### src/rtl/ser_pkg.sv
// Shared serial-link definitions: framing constants, sizes and the command FSM states.
// Used by the receiver, the command sequencer and the future transmitter.
package ser_pkg;

  localparam logic [7:0]  SYNC_BYTE_DEF = 8'hA5;
  localparam int unsigned MAX_LEN       = 16;
  localparam int unsigned LEN_W         = 5;
  localparam int unsigned IDX_W         = 4;

  typedef enum logic [2:0] {
    ST_IDLE = 3'd0,
    ST_OPC  = 3'd1,
    ST_LEN  = 3'd2,
    ST_PAY  = 3'd3,
    ST_CHK  = 3'd4,
    ST_HOLD = 3'd5
  } cmd_state_e;

  function automatic logic [7:0] sat_inc(input logic [7:0] v);
    return (v == 8'hFF) ? v : v + 8'd1;
  endfunction

endpackage

### src/rtl/ser_cmd_buf.sv
// Payload buffer: MAX_LEN x 8 registers, one synchronous write port, one combinational read port.
module ser_cmd_buf
  import ser_pkg::*;
(
  input  logic             clk,
  input  logic             we,
  input  logic [IDX_W-1:0] waddr,
  input  logic [7:0]       wdata,
  input  logic [IDX_W-1:0] raddr,
  output logic [7:0]       rdata
);

  logic [7:0] mem_q [MAX_LEN];
  logic [7:0] mem_d [MAX_LEN];

  always_comb begin
    mem_d = mem_q;
    if (we) mem_d[waddr] = wdata;
  end

  always_ff @(posedge clk) begin
    mem_q <= mem_d;
  end

  always_comb begin
    rdata = mem_q[raddr];
  end

endmodule

### src/rtl/ser_cmd_ctl.sv
// Frames received bytes into checksummed command packets and hands them to the GPU command
// logic over valid/ready; keeps saturating error counters and a sticky overrun flag.
module ser_cmd_ctl
  import ser_pkg::*;
#(
  parameter logic [7:0]  SYNC_BYTE    = SYNC_BYTE_DEF,
  parameter int unsigned TIMEOUT_CLKS = 20000
) (
  input  logic             clk,
  input  logic             reset,
  input  logic             rx_full,
  input  logic [7:0]       rx_data,
  output logic             cmd_valid,
  input  logic             cmd_ready,
  output logic [7:0]       cmd_opcode,
  output logic [LEN_W-1:0] cmd_len,
  input  logic [IDX_W-1:0] cmd_rd_addr,
  output logic [7:0]       cmd_rd_data,
  input  logic             err_clr,
  output logic [7:0]       err_chk_count,
  output logic [7:0]       err_len_count,
  output logic [7:0]       err_timeout_count,
  output logic             overrun
);

  cmd_state_e       state_q, state_d;
  logic [7:0]       opc_q, opc_d;
  logic [7:0]       chk_q, chk_d;
  logic [LEN_W-1:0] len_q, len_d;
  logic [LEN_W-1:0] idx_q, idx_d;
  logic [15:0]      to_q, to_d;
  logic [7:0]       err_chk_q, err_chk_d;
  logic [7:0]       err_len_q, err_len_d;
  logic [7:0]       err_to_q, err_to_d;
  logic             ovr_q, ovr_d;
  logic             buf_we, len_bad, chk_bad, to_hit;

  ser_cmd_buf u_buf (
    .clk   (clk),
    .we    (buf_we),
    .waddr (idx_q[IDX_W-1:0]),
    .wdata (rx_data),
    .raddr (cmd_rd_addr),
    .rdata (cmd_rd_data)
  );

  always_ff @(posedge clk) begin
    if (reset) begin
      state_q   <= ST_IDLE;
      opc_q     <= '0;
      chk_q     <= '0;
      len_q     <= '0;
      idx_q     <= '0;
      to_q      <= '0;
      err_chk_q <= '0;
      err_len_q <= '0;
      err_to_q  <= '0;
      ovr_q     <= 1'b0;
    end else begin
      state_q   <= state_d;
      opc_q     <= opc_d;
      chk_q     <= chk_d;
      len_q     <= len_d;
      idx_q     <= idx_d;
      to_q      <= to_d;
      err_chk_q <= err_chk_d;
      err_len_q <= err_len_d;
      err_to_q  <= err_to_d;
      ovr_q     <= ovr_d;
    end
  end

  always_comb begin
    state_d = state_q;
    opc_d   = opc_q;
    chk_d   = chk_q;
    len_d   = len_q;
    idx_d   = idx_q;
    to_d    = to_q;
    buf_we  = 1'b0;
    len_bad = 1'b0;
    chk_bad = 1'b0;
    to_hit  = 1'b0;
    case (state_q)
      ST_IDLE: if (rx_full && rx_data == SYNC_BYTE) state_d = ST_OPC;
      ST_OPC: if (rx_full) begin
        opc_d   = rx_data;
        chk_d   = rx_data;
        state_d = ST_LEN;
      end
      ST_LEN: if (rx_full) begin
        if (rx_data > 8'(MAX_LEN)) begin
          len_bad = 1'b1;
          state_d = ST_IDLE;
        end else begin
          len_d   = rx_data[LEN_W-1:0];
          chk_d   = chk_q ^ rx_data;
          idx_d   = '0;
          state_d = (rx_data == 8'd0) ? ST_CHK : ST_PAY;
        end
      end
      ST_PAY: if (rx_full) begin
        buf_we = 1'b1;
        chk_d  = chk_q ^ rx_data;
        idx_d  = idx_q + 5'd1;
        if (idx_q + 5'd1 == len_q) state_d = ST_CHK;
      end
      ST_CHK: if (rx_full) begin
        if (rx_data == chk_q) begin
          state_d = ST_HOLD;
        end else begin
          chk_bad = 1'b1;
          state_d = ST_IDLE;
        end
      end
      ST_HOLD: if (cmd_ready) state_d = ST_IDLE;
      default: state_d = ST_IDLE;
    endcase
    // Byte in the expiry cycle takes priority; the timeout abort overrides the case above.
    if (state_q inside {ST_OPC, ST_LEN, ST_PAY, ST_CHK}) begin
      if (rx_full) begin
        to_d = '0;
      end else if (to_q == 16'(TIMEOUT_CLKS - 1)) begin
        to_hit  = 1'b1;
        to_d    = '0;
        state_d = ST_IDLE;
      end else begin
        to_d = to_q + 16'd1;
      end
    end
  end

  always_comb begin
    err_chk_d = chk_bad ? sat_inc(err_chk_q) : err_chk_q;
    err_len_d = len_bad ? sat_inc(err_len_q) : err_len_q;
    err_to_d  = to_hit  ? sat_inc(err_to_q)  : err_to_q;
    ovr_d     = ovr_q | (state_q == ST_HOLD && rx_full);
    if (err_clr) begin
      err_chk_d = '0;
      err_len_d = '0;
      err_to_d  = '0;
      ovr_d     = 1'b0;
    end
  end

  always_comb begin
    cmd_valid         = (state_q == ST_HOLD);
    cmd_opcode        = opc_q;
    cmd_len           = len_q;
    err_chk_count     = err_chk_q;
    err_len_count     = err_len_q;
    err_timeout_count = err_to_q;
    overrun           = ovr_q;
  end

endmodule

### config.mk
export PLATFORM = sky130hd
export DESIGN_NAME = ser_cmd_ctl
export DESIGN_NICKNAME = d
export VERILOG_FILES = /design/src/rtl/ser_pkg.sv /design/src/rtl/ser_cmd_buf.sv /design/src/rtl/ser_cmd_ctl.sv
export SDC_FILE = /design/constraint.sdc
export NUM_CORES = 1
export LEC_CHECK = 0
export ABC_AREA = 0
export CORE_MARGIN = 2
export CORE_UTILIZATION = 23
export CTS_CLUSTER_SIZE = 24
export DETAILED_ROUTE_END_ITERATION = 6
export DONT_BUFFER_PORTS = 1
export PLACE_DENSITY_LB_ADDON = 0.3
export SLEW_MARGIN = 20
export SYNTH_ARGS = -nofsm -noshare
export SYNTH_HDL_FRONTEND = slang
export SYNTH_SLANG_ARGS = --single-unit
### constraint.sdc
create_clock -name clk -period 3.7 [get_ports clk]
set_clock_uncertainty 0.15 [all_clocks]
set_input_delay 0.925 -clock clk [delete_from_list [all_inputs] [get_ports clk]]
set_output_delay 0.925 -clock clk [all_outputs]
set_load 0.01 [all_outputs]
==> impl_metrics.py, run 1 <==
metrics = {
    "layout": {
        "final_cell_count_no_fill": 1140,
        "n_antenna_cell": 0,
        "drive_above_1_share_pct": 14.86,
        "fin_nets": 678,
        "multi_input_area_mm2": 0.003211,
        "fill_cells": 3831,
        "fin_area_mm2": 0.009828,
        "regArea_mm2": 0.005245,
        "area_growth_pct": 13.68,
    },
    "die": {
        "die_h_um": 197.9,
        "dieWidth_um": 197.9,
        "die_area_mm2": 0.03916,
        "ios": 64,
        "start_util_pct": 23.17,
        "core_mm2": 0.03731,
        "row_count": 71,
    },
    "critical_path": {
        "reg2reg_depth": 5,
        "slowest_stage": "mux4_2",
        "critPathMaxFanout": 32,
        "max_stage_delay_ns": 0.56,
        "path_class": "in2out",
        "path_cells": "mux4_2 -> mux4_2",
        "crit_arrival_ns": 1.99,
        "cp-start-kind": "input port",
        "required_ns": 2.62,
        "endpoint_kind": "primary output",
        "timing.rr.end": "err_timeout_count[2]",
        "crit_top_cell": "mux4_2",
        "reg2reg_slack_ns": 1.01,
        "path_buf_inv": 0,
        "crit_family": "multiplexers",
        "r2r-start": "state_q[1]",
    },
    "place": {
        "dpl.cell_count": 1108,
        "gp_congestion": 0.7448,
        "placed_cell_area_mm2": 0.009218,
        "dpl.hpwl_um": 13800,
        "dp_slack_ns": 0.6365,
        "portBuffers": 0,
    },
    "timing": {
        "setup-violations-final": 0,
        "period_minus_slack_ns": 3.062,
        "fin_setup_tns_ns": 0,
        "worstMarginPinSlew_ns": 0.7788,
        "finalHoldViolations": 0,
        "slew_viol_final": 0,
        "setup_ws_ns": 0.6375,
        "rsz0062_at_grt": "false",
        "min_period_over_period_pct": 82.77,
        "max_freq_mhz": 326.5,
        "slew_headroom_pct": 48.08,
    },
    "synth": {
        "async_flop_share_pct": 0,
        "avgSynthCellArea_um2": 13.24,
        "yosys_warnings": 0,
        "syn-num-nets": 678,
        "yosysSeqAreaShare_pct": 60.67,
        "syn-cell-area_mm2": 0.008646,
        "synth_seq_cells": 198,
        "synth_edf_count": 128,
        "synth_top_area_cell": "edfxtp_1",
        "ys_top_cells_by_area": "edfxtp_1 (44%), dfxtp_1 (16%), mux4_2 (10%)",
        "synth_top_area_share_pct": 44.46,
        "synth_cell_types": 65,
        "synth_ff_type": "edfxtp_1",
        "syn_inst": 653,
    },
    "cts": {
        "path_clk_slew_ns": 0.07,
        "postCtsResizedCells": 0,
        "cts_hold_buf": 0,
        "cts_sinks": 198,
        "numCtsBuffers": 17,
        "cts_setup_buffers": 0,
        "insertion_delay_ns": 0.44,
        "cts_tree": "built",
        "h-tree-depth": 4,
        "cts_root_buf": "clkbuf_16",
        "clock_path_buffers": 2,
    },
    "drt": {
        "drtAntennaViolNets": 0,
        "drt_first_pass_iters": 5,
        "viasPerCell": 4.646,
        "drt-initial-drc-count": 330,
        "num_vias": 5296,
        "drc": 0,
        "routed_wl_um": 21510,
        "wl_per_cell_um": 18.87,
    },
    "power": {
        "vdd_drop_max_mv": 0.3582,
        "p_per_area_mw_per_mm2": 440.5,
        "total_power_mw": 4.330,
        "p_leak_nw": 3.005,
    },
    "grt": {
        "grt_max_degree": 43,
        "grt_overflow": 0,
        "grt_antenna_before_repair": 0,
        "grt_pass1_vias": 5321,
        "grt_use_total_pct": 11.46,
        "grt_pass1_wl_um": 33240,
    },
    "worst_hold_path": {
        "worstHoldPathType": "reg2reg",
        "hold_end": "to_q[1]",
        "hold_path_depth": 2,
        "min-delay-start": "to_q[1]",
    },
    "flow_run": {
        "maxCapViolCount": 0,
    },
    "run_status": {
        "status": "completed",
    },
}
==> power by group <==
part | total (mW) | leakage (nW) | switching [mW] | internal [mW]
logic | 0.0896 | 0.999 | 0.0337 | 0.0559
clock network | 1.89 | 0.293 | 0.968 | 0.926
registers | 2.35 | 1.71 | 0.000306 | 2.34
==> metal layers <==
metal  share of wire, %  track usage (%)  wire [um]
met3                6.4            3.883       1383
met4               0.87            3.119        187
met1                 46            14.81       9853
met2                 47            18.28      10090
met5                  0                0          0
==> how the worst max path moves through the flow <==
| stage | startpoint | endpoint | slack, ns | depth (start not counted) |
|---|---|---|---|---|
| 6_report | cmd_rd_addr[0] | cmd_rd_data[5] | 0.64 | 2 |
| 3_3_place_gp | cmd_rd_addr[0] | cmd_rd_data[5] | 0.65 | 2 |
| 5_1_grt | cmd_rd_addr[0] | cmd_rd_data[0] | 0.62 | 2 |
| 2_1_floorplan | cmd_rd_addr[0] | cmd_rd_data[0] | 0.16 | 4 |
| 4_1_cts | cmd_rd_addr[0] | cmd_rd_data[5] | 0.64 | 2 |
| 3_5_place_dp | cmd_rd_addr[0] | cmd_rd_data[5] | 0.64 | 2 |
==> final cells by class <==
cell class / instances / area share [%]
clock buffers: 17 / 4.328
clock inverters: 15 / 1.884
inverters: 9 / 0.3437
multi-input cells: 409 / 32.67
flip-flops and latches: 198 / 53.37
well taps: 474 / 6.034
repair buffers: 18 / 1.375
==> metrics by stage <==
stage               util [%]  hold WS [ns]
floorplan                  -        0.3194
global placement       24.70        0.3309
detailed placement     24.70        0.3416
CTS                    26.34        0.3524
global route           26.34        0.3758
finish                 26.34        0.3541
==> cell usage after synthesis, drive strengths merged (2+ instances only) <==
cell     instances
a211oi           2
a41o             3
edfxtp         128
a2111oi          3
buf             12
mux4            40
o21ai           22
a31oi            5
nand2           45
o31ai            5
a311oi           2
nand4b           4
nor4             2
clkbuf          25
and3b            2
and3             5
and4b            3
and4             3
nand4           14
mux2i           14
nor2b            2
nor2            62
xor2            13
nand3           19
a22oi            9
nand3b           2
o311ai           2
nor3            14
xnor2           15
a21oi           36
ha               8
and2             7
inv              9
nor4b            3
o41ai            4
o21a             3
a21o             3
or4              7
or3              5
or2              2
dfxtp           70
nand2b           5
==> cell families after synthesis <==
| kind of cell | after synthesis | share of synthesized area (%) |
|---|---|---|
| AND/OR/NAND/NOR | 209 | 12.50 |
| flip-flops | 198 | 60.67 |
| XOR/XNOR | 28 | 2.837 |
| AO/OA/AOI/OAI | 109 | 8.466 |
| adder cells (fa/ha/maj) | 8 | 1.158 |
| multiplexers | 55 | 12.17 |
| buffers and inverters | 46 | 2.200 |
==> layout by cell type, fill, tap and decap left out, types with 15 or more instances in the layout <==
cell type / count
o21ai_0: 22
edfxtp_1: 128
xnor2_1: 15
dfxtp_1: 70
mux4_2: 40
a21oi_1: 36
buf_4: 18
nand3_1: 19
clkbuf_16: 17
nor2_1: 62
nand2_1: 45
==> sequential cells by signal, indices dropped and copies added (netlist names) <==
| register | flops |
|---|---|
| overrun | 1 |
| idx_q | 5 |
| state_q | 3 |
| err_len_count | 8 |
| err_timeout_count | 8 |
| u_buf.mem_q | 128 |
| cmd_len | 5 |
| err_chk_count | 8 |
| to_q | 16 |
| cmd_opcode | 8 |
| chk_q | 8 |
Power figures use the tool's default switching activity.
==> run 2, diff against run 1 <==
==> constraint.sdc (replaced) <==
create_clock -name clk -period 3.2 [get_ports clk]
set_clock_uncertainty 0.15 [all_clocks]
set_input_delay 0.8 -clock clk [delete_from_list [all_inputs] [get_ports clk]]
set_output_delay 0.8 -clock clk [all_outputs]
set_load 0.01 [all_outputs]
==> impl_metrics.py, run 2 (same netlist as run 1, synthesis figures left out) <==
metrics = {
    "critical_path": {
        "crit_top_cell": "mux4_2",
        "required_ns": 2.25,
        "path_class": "in2out",
        "reg2reg_slack_ns": 0.65,
        "path_buf_inv": 0,
        "cp-start-kind": "input port",
        "crit_family": "multiplexers",
        "slowest_stage": "mux4_2",
        "max_stage_delay_ns": 0.56,
        "path_cells": "mux4_2 -> mux4_2",
        "crit_arrival_ns": 1.86,
        "critPathMaxFanout": 32,
        "endpoint_kind": "primary output",
    },
    "layout": {
        "top_regs": "u_buf.mem_q x128, to_q x16",
        "post-route-util_pct": 26.50,
        "fin_nets": 683,
        "top_register": "u_buf.mem_q",
        "regArea_mm2": 0.005245,
        "drive_above_1_share_pct": 15.50,
        "multi_input_area_mm2": 0.003211,
        "largest_register_ffs": 128,
        "area_growth_pct": 14.34,
        "n_antenna_cell": 0,
        "fill_cells": 3850,
        "fin_area_mm2": 0.009886,
        "final_common_cell": "edfxtp_1",
        "layout_common_cells": "edfxtp_1 (128), dfxtp_1 (70), nor2_1 (62), nand2_1 (45), mux4_2 (40)",
    },
    "timing": {
        "finalHoldViolations": 0,
        "whs_ns": 0.2648,
        "slew_viol_final": 0,
        "fin_setup_tns_ns": 0,
        "period_minus_slack_ns": 2.814,
        "max_freq_mhz": 355.4,
        "worstMarginPinSlew_ns": 0.7870,
        "rsz0062_at_grt": "false",
        "slew_headroom_pct": 47.53,
        "setup-violations-final": 0,
        "min_period_over_period_pct": 87.93,
    },
    "power": {
        "vdd_drop_max_mv": 0.4384,
        "pwr-share-seq_pct": 53.4,
        "p_per_area_mw_per_mm2": 513.7,
        "power.switching_mw": 1.208,
        "p_int_mw": 3.871,
        "p_leak_nw": 3.043,
        "swShare_pct": 23.79,
        "total_power_mw": 5.079,
        "p_comb_share_pct": 2.0,
        "clock_power_share_pct": 44.6,
    },
    "place": {
        "portBuffers": 0,
        "dpl.hpwl_um": 13580,
        "gp_congestion": 0.7348,
        "placed_cell_area_mm2": 0.009255,
    },
    "grt": {
        "grt_use_total_pct": 11.35,
        "grt_antenna_before_repair": 0,
        "grt_pass1_vias": 5321,
        "grt_overflow": 0,
        "grt_max_degree": 43,
        "grt_pass1_wl_um": 32790,
    },
    "cts": {
        "numCtsBuffers": 17,
        "cts_root_buf": "clkbuf_16",
        "cts_hold_buf": 0,
        "postCtsResizedCells": 0,
        "path_clk_slew_ns": 0.08,
        "cts_setup_buffers": 0,
        "cts_sinks": 198,
        "insertion_delay_ns": 0.45,
        "h-tree-depth": 4,
        "clock_path_buffers": 2,
        "cts_tree": "built",
    },
    "drt": {
        "drt-initial-drc-count": 425,
        "viasPerCell": 4.708,
        "wl_per_cell_um": 18.61,
        "drt_first_pass_iters": 5,
        "drc": 0,
        "num_vias": 5391,
        "routed_wl_um": 21310,
        "drtAntennaViolNets": 0,
    },
    "die": {
        "die_h_um": 197.9,
        "start_util_pct": 23.17,
        "dieWidth_um": 197.9,
        "ios": 64,
        "die_area_mm2": 0.03916,
        "core_mm2": 0.03731,
        "row_count": 71,
    },
    "worst_hold_path": {
        "worstHoldPathType": "in2reg",
    },
    "flow_run": {
        "maxCapViolCount": 0,
    },
    "run_status": {
        "status": "completed",
    },
}
-- run 2: final cells by class --
cell class,count,share of cell area [%]
Clock inverter,15,2.076
Timing Repair Buffer,23,1.747
Tap cell,474,5.999
Clock buffer,17,4.303
Multi-Input combinational cell,409,32.48
Inverter,9,0.3417
Sequential cell,198,53.06
-- run 2: through the flow --
stage,setup WS (ns),instances
2_1_floorplan,0.09507,653
3_3_place_gp,0.4002,1113
3_5_place_dp,0.4005,1113
4_1_cts,0.3522,1145
5_1_grt,0.3084,1145
6_report,0.3864,1145
-- run 2: path summary, 6_finish.rpt --
| path | from | endpoint | cells past startpoint |
|---|---|---|---|
| worst max register to register | to_q[0] | err_timeout_count[4] | 6 |
| worst min register to register | idx_q[4] | idx_q[4] | 1 |
| worst max-delay path | cmd_rd_addr[0] | cmd_rd_data[5] | 2 |
| worst min-delay path | reset | cmd_opcode[4] | 1 |
-- run 2: power groups by stage --
stage               Combinational [mW]  Clock (mW)  Sequential, mW
floorplan                        0.128           0            2.77
global placement                 0.104           0            2.77
detailed placement               0.105           0            2.77
CTS                              0.105        2.33            2.71
global route                     0.112        2.43            2.71
finish                           0.103        2.26            2.71
-- run 2: layer usage --
layer	routed length, um	track usage [%]	vias up
li1	-	-	2538
met1	9882	15.01	2714
met2	9923	17.96	123
met3	1239	3.049	16
met4	268	3.843	0
met5	0	0	-
